### src/rtl/serial_adder_ctrl_if.sv
// Operand/result bundle between the ALU sequencer (master) and the
// bit-serial add/subtract controller (slave).
interface serial_adder_ctrl_if #(
   parameter int WIDTH = 16
);
   logic             start;
   logic             op_sub;
   logic [WIDTH-1:0] a;
   logic [WIDTH-1:0] b;
   logic             cin;
   logic             busy;
   logic             done;
   logic [WIDTH-1:0] sum;
   logic             cout;
   logic             overflow;

   modport master (
      output start, op_sub, a, b, cin,
      input  busy, done, sum, cout, overflow
   );

   modport slave (
      input  start, op_sub, a, b, cin,
      output busy, done, sum, cout, overflow
   );
endinterface

### src/rtl/serial_adder_ctrl.sv
// Bit-serial add/subtract controller: one full-adder slice reused for WIDTH
// cycles, LSB first, with the result published on a one-cycle done pulse.
module serial_adder_ctrl #(
   parameter int WIDTH = 16
) (
   input  logic                clk,
   input  logic                rst_n,
   serial_adder_ctrl_if.slave  bus
);
   localparam int CNT_W = $clog2(WIDTH) + 1;

   typedef enum logic [1:0] {
      IDLE = 2'd0,
      RUN  = 2'd1,
      DONE = 2'd2
   } state_t;

   state_t           r_state;
   state_t           w_nextState;
   logic [WIDTH-1:0] r_a;
   logic [WIDTH-1:0] r_b;
   logic [WIDTH-1:0] r_res;
   logic             r_carry;
   logic [CNT_W-1:0] r_cnt;
   logic [WIDTH-1:0] r_sum;
   logic             r_cout;
   logic             r_overflow;

   logic             w_accept;
   logic             w_lastBit;
   logic             w_sumBit;
   logic             w_carryOut;
   logic [WIDTH-1:0] w_resNext;

   assign w_accept   = ((r_state == IDLE) || (r_state == DONE)) && bus.start;
   assign w_lastBit  = (r_cnt == CNT_W'(WIDTH - 1));
   assign w_sumBit   = r_a[0] ^ r_b[0] ^ r_carry;
   assign w_carryOut = (r_a[0] & r_b[0]) | (r_a[0] & r_carry) | (r_b[0] & r_carry);
   assign w_resNext  = {w_sumBit, r_res[WIDTH-1:1]};

   always_ff @(posedge clk or negedge rst_n) begin
      if (!rst_n) begin
         r_state <= IDLE;
      end else begin
         r_state <= w_nextState;
      end
   end

   always_comb begin
      w_nextState = r_state;
      case (r_state)
         IDLE:    if (w_accept) w_nextState = RUN;
         RUN:     if (w_lastBit) w_nextState = DONE;
         DONE:    w_nextState = w_accept ? RUN : IDLE;
         default: w_nextState = IDLE;
      endcase
   end

   // Subtraction reuses the adder as a + ~b + 1, so B is inverted at load time.
   always_ff @(posedge clk or negedge rst_n) begin
      if (!rst_n) begin
         r_a        <= '0;
         r_b        <= '0;
         r_res      <= '0;
         r_carry    <= 1'b0;
         r_cnt      <= '0;
         r_sum      <= '0;
         r_cout     <= 1'b0;
         r_overflow <= 1'b0;
      end else if (w_accept) begin
         r_a     <= bus.a;
         r_b     <= bus.op_sub ? ~bus.b : bus.b;
         r_carry <= bus.op_sub ? 1'b1 : bus.cin;
         r_res   <= '0;
         r_cnt   <= '0;
      end else if (r_state == RUN) begin
         r_res   <= w_resNext;
         r_carry <= w_carryOut;
         r_a     <= r_a >> 1;
         r_b     <= r_b >> 1;
         r_cnt   <= r_cnt + 1'b1;
         if (w_lastBit) begin
            r_sum      <= w_resNext;
            r_cout     <= w_carryOut;
            r_overflow <= r_carry ^ w_carryOut;
         end
      end
   end

   assign bus.busy     = (r_state == RUN);
   assign bus.done     = (r_state == DONE);
   assign bus.sum      = r_sum;
   assign bus.cout     = r_cout;
   assign bus.overflow = r_overflow;
endmodule

### src/flat_wrapper.sv
// flat-port wrapper written by rule: the top's interface ports become plain ports
module serial_adder_ctrl_flat 
#(
   parameter int WIDTH = 16
)
  (clk, rst_n, bus_start, bus_op_sub, bus_a, bus_b, bus_cin, bus_busy, bus_done, bus_sum, bus_cout, bus_overflow);
  serial_adder_ctrl_if #(.WIDTH(WIDTH)) bus_i ();
  input  logic clk;
  input  logic rst_n;
  input wire logic [$bits(bus_i.start)-1:0] bus_start;
  input wire logic [$bits(bus_i.op_sub)-1:0] bus_op_sub;
  input wire logic [$bits(bus_i.a)-1:0] bus_a;
  input wire logic [$bits(bus_i.b)-1:0] bus_b;
  input wire logic [$bits(bus_i.cin)-1:0] bus_cin;
  output wire logic [$bits(bus_i.busy)-1:0] bus_busy;
  output wire logic [$bits(bus_i.done)-1:0] bus_done;
  output wire logic [$bits(bus_i.sum)-1:0] bus_sum;
  output wire logic [$bits(bus_i.cout)-1:0] bus_cout;
  output wire logic [$bits(bus_i.overflow)-1:0] bus_overflow;
  assign bus_i.start = bus_start;
  assign bus_i.op_sub = bus_op_sub;
  assign bus_i.a = bus_a;
  assign bus_i.b = bus_b;
  assign bus_i.cin = bus_cin;
  assign bus_busy = bus_i.busy;
  assign bus_done = bus_i.done;
  assign bus_sum = bus_i.sum;
  assign bus_cout = bus_i.cout;
  assign bus_overflow = bus_i.overflow;
  serial_adder_ctrl #(.WIDTH(WIDTH)) u_core (.clk(clk), .rst_n(rst_n), .bus(bus_i));
endmodule
### config.mk
export PLATFORM = sky130hd
export DESIGN_NAME = serial_adder_ctrl_flat
export DESIGN_NICKNAME = d
export VERILOG_FILES = /design/src/rtl/serial_adder_ctrl_if.sv /design/src/rtl/serial_adder_ctrl.sv /design/src/flat_wrapper.sv
export SDC_FILE = /design/constraint.sdc
export NUM_CORES = 1
export LEC_CHECK = 0
export ABC_AREA = 1
export ABC_CLOCK_PERIOD_IN_PS = 1600
export CORE_ASPECT_RATIO = 0.9
export CORE_MARGIN = 2
export CORE_UTILIZATION = 45
export DETAILED_ROUTE_END_ITERATION = 6
export PLACE_DENSITY = 0.69
export SLEW_MARGIN = 20
export SYNTH_ARGS = -nofsm -noshare
export SYNTH_HDL_FRONTEND = slang
export SYNTH_SLANG_ARGS = --single-unit
export TNS_END_PERCENT = 10
### constraint.sdc
create_clock -name clk -period 1.6 [get_ports clk]
set_input_delay 0.48 -clock clk [delete_from_list [all_inputs] [get_ports clk]]
set_output_delay 0.48 -clock clk [all_outputs]
set_load 0.01 [all_outputs]
Yosys cells after proc, flatten, opt, wreduce, memory -nomap -nowiden:

Index checks and enable logic that the tools add are counted.

* register bits after elaboration: 74
* input bits: 37
* output and inout bits: 20

* add/sub/neg operators: 1
* eq/ne operators: 5
* muxes and demuxes: 16
* bitwise logic cells: 10
* reductions and logical operators: 6

Operators by type and width (count)
* $mux W16: 7
* $not A16 Y16: 1
* $mux W5: 2
* $pmux W2 S3: 1
* $add A5 B1 Y5 const B: 1
* $eq A5 B4 Y1 const B: 1
* $mux W1: 4
* $mux W2: 2
* $ne A2 B1 Y1 const B: 2
* $and A1 B1 Y1: 3
* $reduce_and A3 Y1: 1
* $xor A1 B1 Y1: 3
* $eq A2 B1 Y1 const B: 1
* $eq A2 B2 Y1 const B: 1
* $logic_not A2 Y1: 1
* $or A1 B1 Y1: 2
* $reduce_and A2 Y1: 1
* $reduce_bool A2 Y1: 1
* $logic_and A1 B1 Y1: 1
* $logic_or A1 B1 Y1: 1
* $not A1 Y1: 1

Depth between registers and ports, before layout:

Gate-level depths: netlist of the first run.

* depth in word-level cells: 5
* depth in mapped cells: 8

Least setup slack after synthesis of the first run:

OpenSTA, ideal clock, no wires.

* path type: reg-to-reg
* start: register u_core.r_cnt[0]
* end: register u_core.r_sum[11] (netlist: u_core.bus.sum[11])
* setup time: 0.074 ns
* data arrival time: 1.289 ns
* data required time: 1.526 ns
* setup slack: 0.237 ns
* cell stages (with the launch flop): 9
* path buffers: 1
* cells stage by stage: dfrtp_1 ha_1 nand2_1 nor2_1 ha_1 nand2_4 buf_6 nand2_1 o21ai_2

* word-level cells in the longest chain between the ends: 2

RTL lines
* from (decl): line serial_adder_ctrl.sv:24 `logic [CNT_W-1:0] r_cnt;`
* from (signal assigned): line serial_adder_ctrl.sv:81 `r_cnt <= r_cnt + 1'b1;`
* $eq A5 B4 Y1: line serial_adder_ctrl.sv:36 `assign w_lastBit = (r_cnt == CNT_W'(WIDTH - 1));`
* $reduce_and A3 Y1 (no source line)
* to (signal assigned): line serial_adder_ctrl.sv:83 `r_sum <= w_resNext;`
* to (decl): line serial_adder_ctrl.sv:25 `logic [WIDTH-1:0] r_sum;`

No other way between the ends.
A chain may end at the register's enable or synchronous reset.

Worst setup path in the final report of the first run:

* start: register u_core.r_state[0]
* end: output port bus_busy

* word-level cells in the longest chain between the ends: 1

RTL lines
* from (decl): line serial_adder_ctrl.sv:18 `state_t r_state;`
* from (signal assigned): line serial_adder_ctrl.sv:45 `r_state <= w_nextState;`
* $eq A2 B1 Y1: line serial_adder_ctrl.sv:90 `assign bus.busy = (r_state == RUN);`
* to (decl): line flat_wrapper.sv:15 `output wire logic [$bits(bus_i.busy)-1:0] bus_busy;`

No other way between the ends.

==> results of run 1 <==
-- final cells by class --
type / count / area [µm²]
inverters: 38 / 143
multi-input cells: 278 / 1310
repair buffers: 80 / 747
clock inverters: 6 / 116
well taps: 96 / 120
fillers: 665 / 3040
flip-flops and latches: 73 / 1830
clock buffers: 10 / 128
-- report_power, final --
group          leakage, nW  internal [mW]  switching (mW)  total, mW
Sequential           0.929           2.61           0.376       2.99
Clock                0.121           1.04           0.705       1.75
Combinational         1.25           1.27            1.70       2.97
-- synth_stat cells --
master    count  area, µm²
clkbuf_1      3       11.3
xnor2_1       2       17.5
o21ai_0       6       30.0
nand2_4       2       22.5
dfrtp_1      73       1830
nand2_1     176        661
nand3_1      40        200
nor2_4        1       11.3
buf_6         3       33.8
inv_2         2       7.51
nor2_1       10       37.5
nand2_2       2       12.5
o22ai_1      16        100
o21ai_1       1       5.00
ha_1          2       25.0
buf_1         1       3.75
inv_1        36        135
o21ai_2      16        140
a21oi_1       1       5.00
buf_4         4       30.0
or2_2         2       12.5
fa_1          1       20.0
buf_2        10       50.1
-- metal layers --
layer / global-route usage, % / vias up / wire (µm)
li1: - / 1426 / -
met1: 25.7 / 1293 / 3340
met2: 31.3 / 68 / 3380
met5: 0 / - / 0
met3: 5.91 / 8 / 357
met4: 5.06 / 0 / 57
-- state kept, by name, summed over array words and instances, names as in the netlist --
| register | count |
|---|---|
| u_core.r_b | 16 |
| u_core.r_res | 15 |
| u_core.r_carry | 1 |
| u_core.r_a | 16 |
| u_core.bus.cout | 1 |
| u_core.bus.overflow | 1 |
| u_core.r_cnt | 5 |
| u_core.bus.sum | 16 |
| u_core.r_state | 2 |
-- cells by family after synthesis --
group                      count (synthesis)
DFF                                       73
AOI/OAI and AO/OA                         40
buffers and inverters                     59
xor gates and xnor gates                   2
adders and majority gates                  3
and+or+nand+nor                          233
-- critical path: stages, from the launching register on --
cell,delay [ns]
dfrtp_1,0.41
inv_2,0.07
nor2_4,0.13
buf_6,0.12
-- layout by cell type, fill, tap and decap left out, drive strengths merged --
cell type and instances:
nand2 180, dfrtp 73, nand3 40, inv 38
clkdlybuf4s50 35, buf 27, o21ai 23, dlygate4sd2 18
o22ai 16, nor2 11, clkbuf 10, clkinv 3
bufinv 3, or2 2, xnor2 2, ha 2
a21oi 1, fa 1
-- timing repair --
item / in CTS / in global routing
endpoints found under the setup margin: 20 / 10
buffers inserted: 1 / 1
gates resized for setup: 27 / 2
-- how the worst max path moves through the flow --
stage                            from             endpoint  cells after the start
CTS                 u_core.r_state[0]             bus_busy                      3
floorplan             u_core.r_cnt[0]   u_core.bus.sum[11]                      8
global placement            bus_start        u_core.r_b[8]                      7
finish              u_core.r_state[0]             bus_busy                      3
global route          u_core.r_cnt[0]  u_core.bus.overflow                      8
detailed placement         bus_op_sub       u_core.r_b[11]                      6
==> qor.yml, run 1 <==
status: "finished clean"
start_util_pct: 45.7
synthesis.area_um2: 3400
rows: 30
via_count: 2795
slew_headroom_pct: 73.9
die_x_um: 95.6
wl_per_cell_um: 12.3
period_share_pct: 97.0
design_area_um2: 4390
period_minus_slack_ns: 1.55
area_growth_pct: 29.1
criticalPathCategory: "flop to output port"
peakVddDrop_mv: 0.802
placedCellCount: 563
cp.arrival_ns: 1.07
synthCells: 410
drv_slew: 0
layout.cells.non_filler: 581
setup_violations: 0
cts.clk_slew.worst_paths_ns: 0.08
worstMarginPinSlew_ns: 0.392
worstSetupStartpointType: "flop"
reg2regPathDepth: 7
dr.first_iter.drc_count: 129
hold_path.class: "input pin to asynchronous set/reset pin"
finClkSkew_ns: 0.00597
firstDrtPassIters: 5
muxShareOfSynthArea_pct: 0
power_mw: 7.71
cts_tree: "done"
core_um2: 7430
cts.path.max_buffers: 2
diodes: 0
hold_violations: 0
cts.sinks: 73
end_kind: "output port"
finalNetCount: 520
synth_fa_ha_area_share_pct: 1.33
synth_seq_cells: 73
synth-compound-area-share_pct: 8.25
ys_warn_count: 0
grt_pass1_wl_um: 12400
crit_fanout: 3
cts_buffers: 9
io_pins: 57
wirelength_um: 7130
power.density_nw_per_um2: 1760
r2r_slack_ns: 0.09
grt_max_degree: 35
ys_seq_area_share_pct: 53.8
die_height_um: 86.4
antenna_found_initial: 0
synth_cell_types: 23
r2r_start: "u_core.r_state[0]"
postCtsHoldBufs: 0
worstPathRequired_ns: 1.12
drtAntennaViolNets: 0
tns_ns: 0
numPortBuffers: 56
synth_xor_area_share_pct: 0.515
vias_per_cell: 4.81
htreeDepth: 3
max_freq_ghz: 0.644
final_util_pct: 59.0
first_global_vias: 2713
r2r-end: "u_core.bus.sum[3]"
max_cap_viol_count: 0
clk_latency_ns: 0.34
syn-num-nets: 450
drc: 0
drive_above_1_share_pct: 14.4
grt_overflow: 0
dieArea_um2: 8260
hpwl_um: 4800
grt_usage_pct: 19.4
place_area_um2: 4150
power_leakage_nw: 2.30
syn_area_per_cell_um2: 8.29
place_congestion: 0.745
whs_ns: 0.0436
rsz0062_at_grt: "true"
layout_setup_ws_ns: 0.0479
post-place-ws_ns: -0.116
ctsRootBufferMaster: "clkbuf_8"
synth-simple-area-share_pct: 28.2
synth_top_family_by_area: "simple AND/OR/NAND/NOR gates"
No activity file was read; power rests on OpenSTA's default activity.
==> run 2, diff against run 1 <==
==> constraint.sdc (replaced) <==
create_clock -name clk -period 1.6 [get_ports clk]
set_input_delay 0.48 -clock clk [delete_from_list [all_inputs] [get_ports clk]]
set_output_delay 0.48 -clock clk [all_outputs]
set_load 0.1 [all_outputs]
==> qor.yml, run 2 (synthesis gave the netlist of run 1 again) <==
nFillCells: 626  # -5.9%
die_x_um: 95.6  # unchanged
drive_above_1_share_pct: 17.9  # +3.4 points
hold_path.class: "input pin to asynchronous set/reset pin"
final_common_cell: "nand2_1"
power_mw: 9.77  # +27%
postCtsHoldBufs: 0  # unchanged
antenna_found_initial: 0  # unchanged
grt_pass1_wl_um: 11900  # -4.5%
crit_slowest_cell: "dfrtp_1"
violations: "negative setup slack"
cts.path.max_buffers: 2  # unchanged
hold_violations: 0  # unchanged
layout_setup_ws_ns: -0.0544  # -0.102 ns
cp.arrival_ns: 1.17  # +0.10 ns
vias_per_cell: 4.89  # +1.6%
cpLargestDelayFamily: "flip-flops"
cts_tree: "done"
max_freq_ghz: 0.604  # -6.2%
dr.first_iter.drc_count: 109  # -16%
clk_latency_ns: 0.35  # about the same
grt_overflow: 0  # unchanged
ctsRootBufferMaster: "clkbuf_8"
hpwl_um: 4850  # +0.95%
rsz0062_at_grt: "true"
wl_per_cell_um: 12.2  # -1.0%
diodes: 0  # unchanged
first_global_vias: 2669  # -1.6%
power_leakage_nw: 2.34  # +2.1%
drc: 0  # unchanged
tns_ns: -0.0970  # -0.0970 ns
max_cap_viol_count: 0  # unchanged
period_minus_slack_ns: 1.65  # +0.102 ns
finClkSkew_ns: 0.00766  # +0.00168 ns
cts.clk_slew.worst_paths_ns: 0.08  # about the same
grt_usage_pct: 18.8  # -0.65 points
worstSetupStartpointType: "flop"
core_um2: 7430  # unchanged
wirelength_um: 7010  # -1.7%
finalNetCount: 516  # -0.77%
worst-path-stages: 3  # unchanged
firstDrtPassIters: 4  # -1
cts_buffers: 9  # unchanged
reg2regPathDepth: 8  # +1
htreeDepth: 3  # unchanged
setup_violations: 2  # +2
criticalPathCategory: "flop to output port"
rows: 30  # unchanged
worstPathRequired_ns: 1.12  # about the same
critPathBufInv: 2  # unchanged
area_growth_pct: 37.2
via_count: 2819  # +0.86%
multi_input_area_um2: 1320  # +1.1%
numPortBuffers: 56  # unchanged
layout_common_cells: "nand2_1, dfrtp_1, nand3_1"
power.density_nw_per_um2: 2100  # +19%
period_share_pct: 103  # +6.4 points
dieArea_um2: 8260  # unchanged
slowest_delay_ns: 0.41  # about the same
crit_fanout: 2  # -1
slew_headroom_pct: 70.8  # -3.1 points
cts.sinks: 73  # unchanged
die_height_um: 86.4  # unchanged
place_congestion: 0.750  # +0.60%
seq_area_um2: 1830  # unchanged
end_kind: "output port"
peakVddDrop_mv: 1.03  # +28%
drv_slew: 0  # unchanged
io_pins: 57  # unchanged
path_cells: "buf_6 > nor2_4 > buf_12"
drtAntennaViolNets: 0  # unchanged
start_util_pct: 45.7  # unchanged
grt_max_degree: 36  # +2.9%
worstMarginPinSlew_ns: 0.438  # +0.0467 ns
status: "finished with violations"
==> run 2: changes by cell type in the layout (fill, tap and decap cells not counted), sizes merged <==
cell,before,now
buf,27,41
clkbuf,10,9
dlygate4sd2,18,0
inv,38,39
==> run 2: worst register-to-register path, stage by stage, from the launching register on <==
cell	delay, ns
dfrtp_1	0.38
ha_1	0.18
nand2_1	0.08
nor2_1	0.11
ha_2	0.24
nand2_8	0.11
buf_12	0.18
nand2_1	0.09
o21ai_2	0.06
==> run 2: cell type report <==
class                      instances  area share [%]
timing repair buffer              76            21.7
tap                               96            2.58
clock buffer                       9            2.66
clock inverter                     7            2.52
sequential                        73            39.2
multi-input combinational        278            28.3
inverter                          38            3.06
==> run 2: metal layers <==
metal	share of wire (%)	global-route usage, %
met1	46	24.3
met2	49	31.4
met4	1.5	8.44
met3	3.7	2.61
met5	0	0
==> run 2: final timing paths <==
path / start / endpoint / slack [ns]
min: rst_n / u_core.bus.sum[14] / 0.07
max reg2reg: u_core.r_cnt[1] / u_core.bus.sum[0] / 0.06
min reg2reg: u_core.r_a[15] / u_core.r_a[15] / 0.48
max in group asynchronous: rst_n / u_core.r_cnt[0] / 1.02
min in group clk: u_core.r_a[15] / u_core.r_a[15] / 0.48
max: u_core.r_state[0] / bus_done / -0.05
==> run 2: stage by stage <==
step	instances	utilization (%)	cell area, µm²	hold WS, ns	setup slack (ns)
floorplan	410	-	3410	0.184	-0.0797
global placement	558	59.0	4380	0.429	-0.0682
CTS	577	62.6	4650	0.0646	-0.0740
detailed placement	558	59.0	4380	0.446	-0.141
finish	577	62.7	4660	0.0664	-0.0544
global route	577	62.7	4660	0.0793	-0.0841
==> run 2: timing repair <==
action | in CTS | in global routing
setup endpoints to repair | 2 | 17
buffers inserted | 3 | 0
pin swaps | 2 | 1
resized for setup | 1 | 4
==> run 2: power by group <==
part           internal, mW  switching, mW  total, mW
Clock                  1.04          0.709       1.75
Sequential             2.62          0.487       3.10
Combinational          1.87           3.05       4.92
==> run 3, diff against run 2 <==
==> constraint.sdc (replaced) <==
create_clock -name clk -period 1.6 [get_ports clk]
set_input_delay 0.32 -clock clk [delete_from_list [all_inputs] [get_ports clk]]
set_output_delay 0.32 -clock clk [all_outputs]
set_load 0.1 [all_outputs]
==> qor.yml, run 3 (synthesis gave the netlist of run 1 again) <==
status: "finished clean"
period_share_pct: 95.7  # -7.7 points
r2r_start: "u_core.r_cnt[0]"
drtAntennaViolNets: 0  # unchanged
cts.sinks: 73  # unchanged
r2r_slack_ns: 0.10  # +0.04 ns
grt_pass1_wl_um: 12000  # +1.2%
max_freq_ghz: 0.653  # +8.1%
worstMarginPinSlew_ns: 0.442  # +0.00357 ns
hold_path.class: "input pin to asynchronous set/reset pin"
peakVddDrop_mv: 1.11  # +7.8%
drive_above_1_share_pct: 17.2  # -0.72 points
tns_ns: 0  # +0.0970 ns
layout_common_cells: "nand2_1, dfrtp_1, nand3_1"
power_leakage_nw: 2.31  # -1.4%
die_height_um: 86.4  # unchanged
numPortBuffers: 56  # unchanged
rsz0062_at_grt: "false"
worstSetupStartpointType: "flop"
wirelength_um: 6920  # -1.3%
dr.first_iter.drc_count: 214  # +96%
crit_fanout: 4  # +2
drc: 0  # unchanged
grt_usage_pct: 18.7  # -0.050 points
critPathLaunch: "u_core.r_state[0]"
nFillCells: 636  # +1.6%
core_um2: 7430  # unchanged
design_area_um2: 4590  # -1.6%
first_global_vias: 2633  # -1.3%
max_cap_viol_count: 0  # unchanged
drv_slew: 0  # unchanged
worstPathRequired_ns: 1.28  # +0.16 ns
cts.path.max_buffers: 2  # unchanged
final_common_cell: "nand2_1"
whs_ns: 0.465  # +0.399 ns
finalNetCount: 514  # -0.39%
ctsRootBufferMaster: "clkbuf_8"
criticalPathCategory: "flop to output port"
io_pins: 57  # unchanged
grt_max_degree: 34  # -5.6%
cts_tree: "done"
clk_latency_ns: 0.35  # about the same
wl_per_cell_um: 12.1  # -0.74%
cp.arrival_ns: 1.21  # +0.04 ns
cts.clk_slew.worst_paths_ns: 0.07  # about the same
setup_violations: 0  # -2
start_util_pct: 45.7  # unchanged
place_area_um2: 4320  # -1.4%
vias_per_cell: 4.82  # -1.4%
dieArea_um2: 8260  # unchanged
htreeDepth: 3  # unchanged
die_x_um: 95.6  # unchanged
slew_headroom_pct: 70.5  # -0.24 points
rows: 30  # unchanged
hpwl_um: 4710  # -3.0%
hold_violations: 0  # unchanged
antenna_found_initial: 0  # unchanged
finClkSkew_ns: 0.00986  # +0.00220 ns
via_count: 2766  # -1.9%
diodes: 0  # unchanged
period_minus_slack_ns: 1.53  # -0.124 ns
firstDrtPassIters: 4  # unchanged
place_congestion: 0.749  # about the same
area_growth_pct: 34.9
cts_buffers: 9  # unchanged
grt_overflow: 0  # unchanged
power.density_nw_per_um2: 2090  # about the same
end_kind: "output port"
run 3: worst max-delay path, cell delays in order, from the launching register on:
cell and delay [ns]:
dfrtp_2 0.42, inv_2 0.07, nor2_4 0.18, buf_12 0.20
run 3: routing by layer:
metal	part of all wire, %	global-route usage, %	vias up
li1	-	-	1410
met1	47	24.4	1278
met2	47	30.7	67
met3	4.5	4.35	11
met4	1.6	6.62	0
met5	0	0	-
run 3: worst paths after layout:
path                                       end  cells after the start
min in group clk                 u_core.r_b[7]                      2
min reg2reg                      u_core.r_b[7]                      2
max                                   bus_busy                      3
max reg2reg                u_core.bus.overflow                      8
min                         u_core.bus.sum[12]                      2
max in group asynchronous    u_core.bus.sum[8]                      3
run 3: where the power goes:
group | switching (mW) | internal [mW] | total [mW]
clock | 0.672 | 1.07 | 1.74
combinational | 2.98 | 1.76 | 4.74
sequential | 0.502 | 2.62 | 3.12
total | 4.16 | 5.45 | 9.61
run 3: per-stage QoR:
step / setup WS [ns] / utilization (%) / power (mW) / instances
finish: 0.0692 / 61.7 / 9.61 / 574
global route: 0.00950 / 61.7 / 10.2 / 574
CTS: 0.00585 / 61.6 / 9.69 / 574
detailed placement: 0.0458 / 58.2 / 7.88 / 557
global placement: 0.103 / 58.2 / 7.75 / 557
floorplan: 0.0488 / - / 6.27 / 410
run 3: cell type report:
| type | instances | area (µm²) | area share, % |
|---|---|---|---|
| clock buffer | 10 | 138 | 3.00 |
| sequential | 73 | 1830 | 39.9 |
| clock inverter | 5 | 104 | 2.26 |
| timing repair buffer | 74 | 946 | 20.6 |
| multi-input combinational | 278 | 1310 | 28.5 |
| inverter | 38 | 143 | 3.11 |
| tap | 96 | 120 | 2.62 |
run 3: repair_timing:
action	in CTS	in global routing
endpoints found under the hold margin	31	0
pin swaps	1	0
hold buffers	1	0
endpoints found under the setup margin	1	10
gates resized for setup	0	2
buffers inserted	1	0
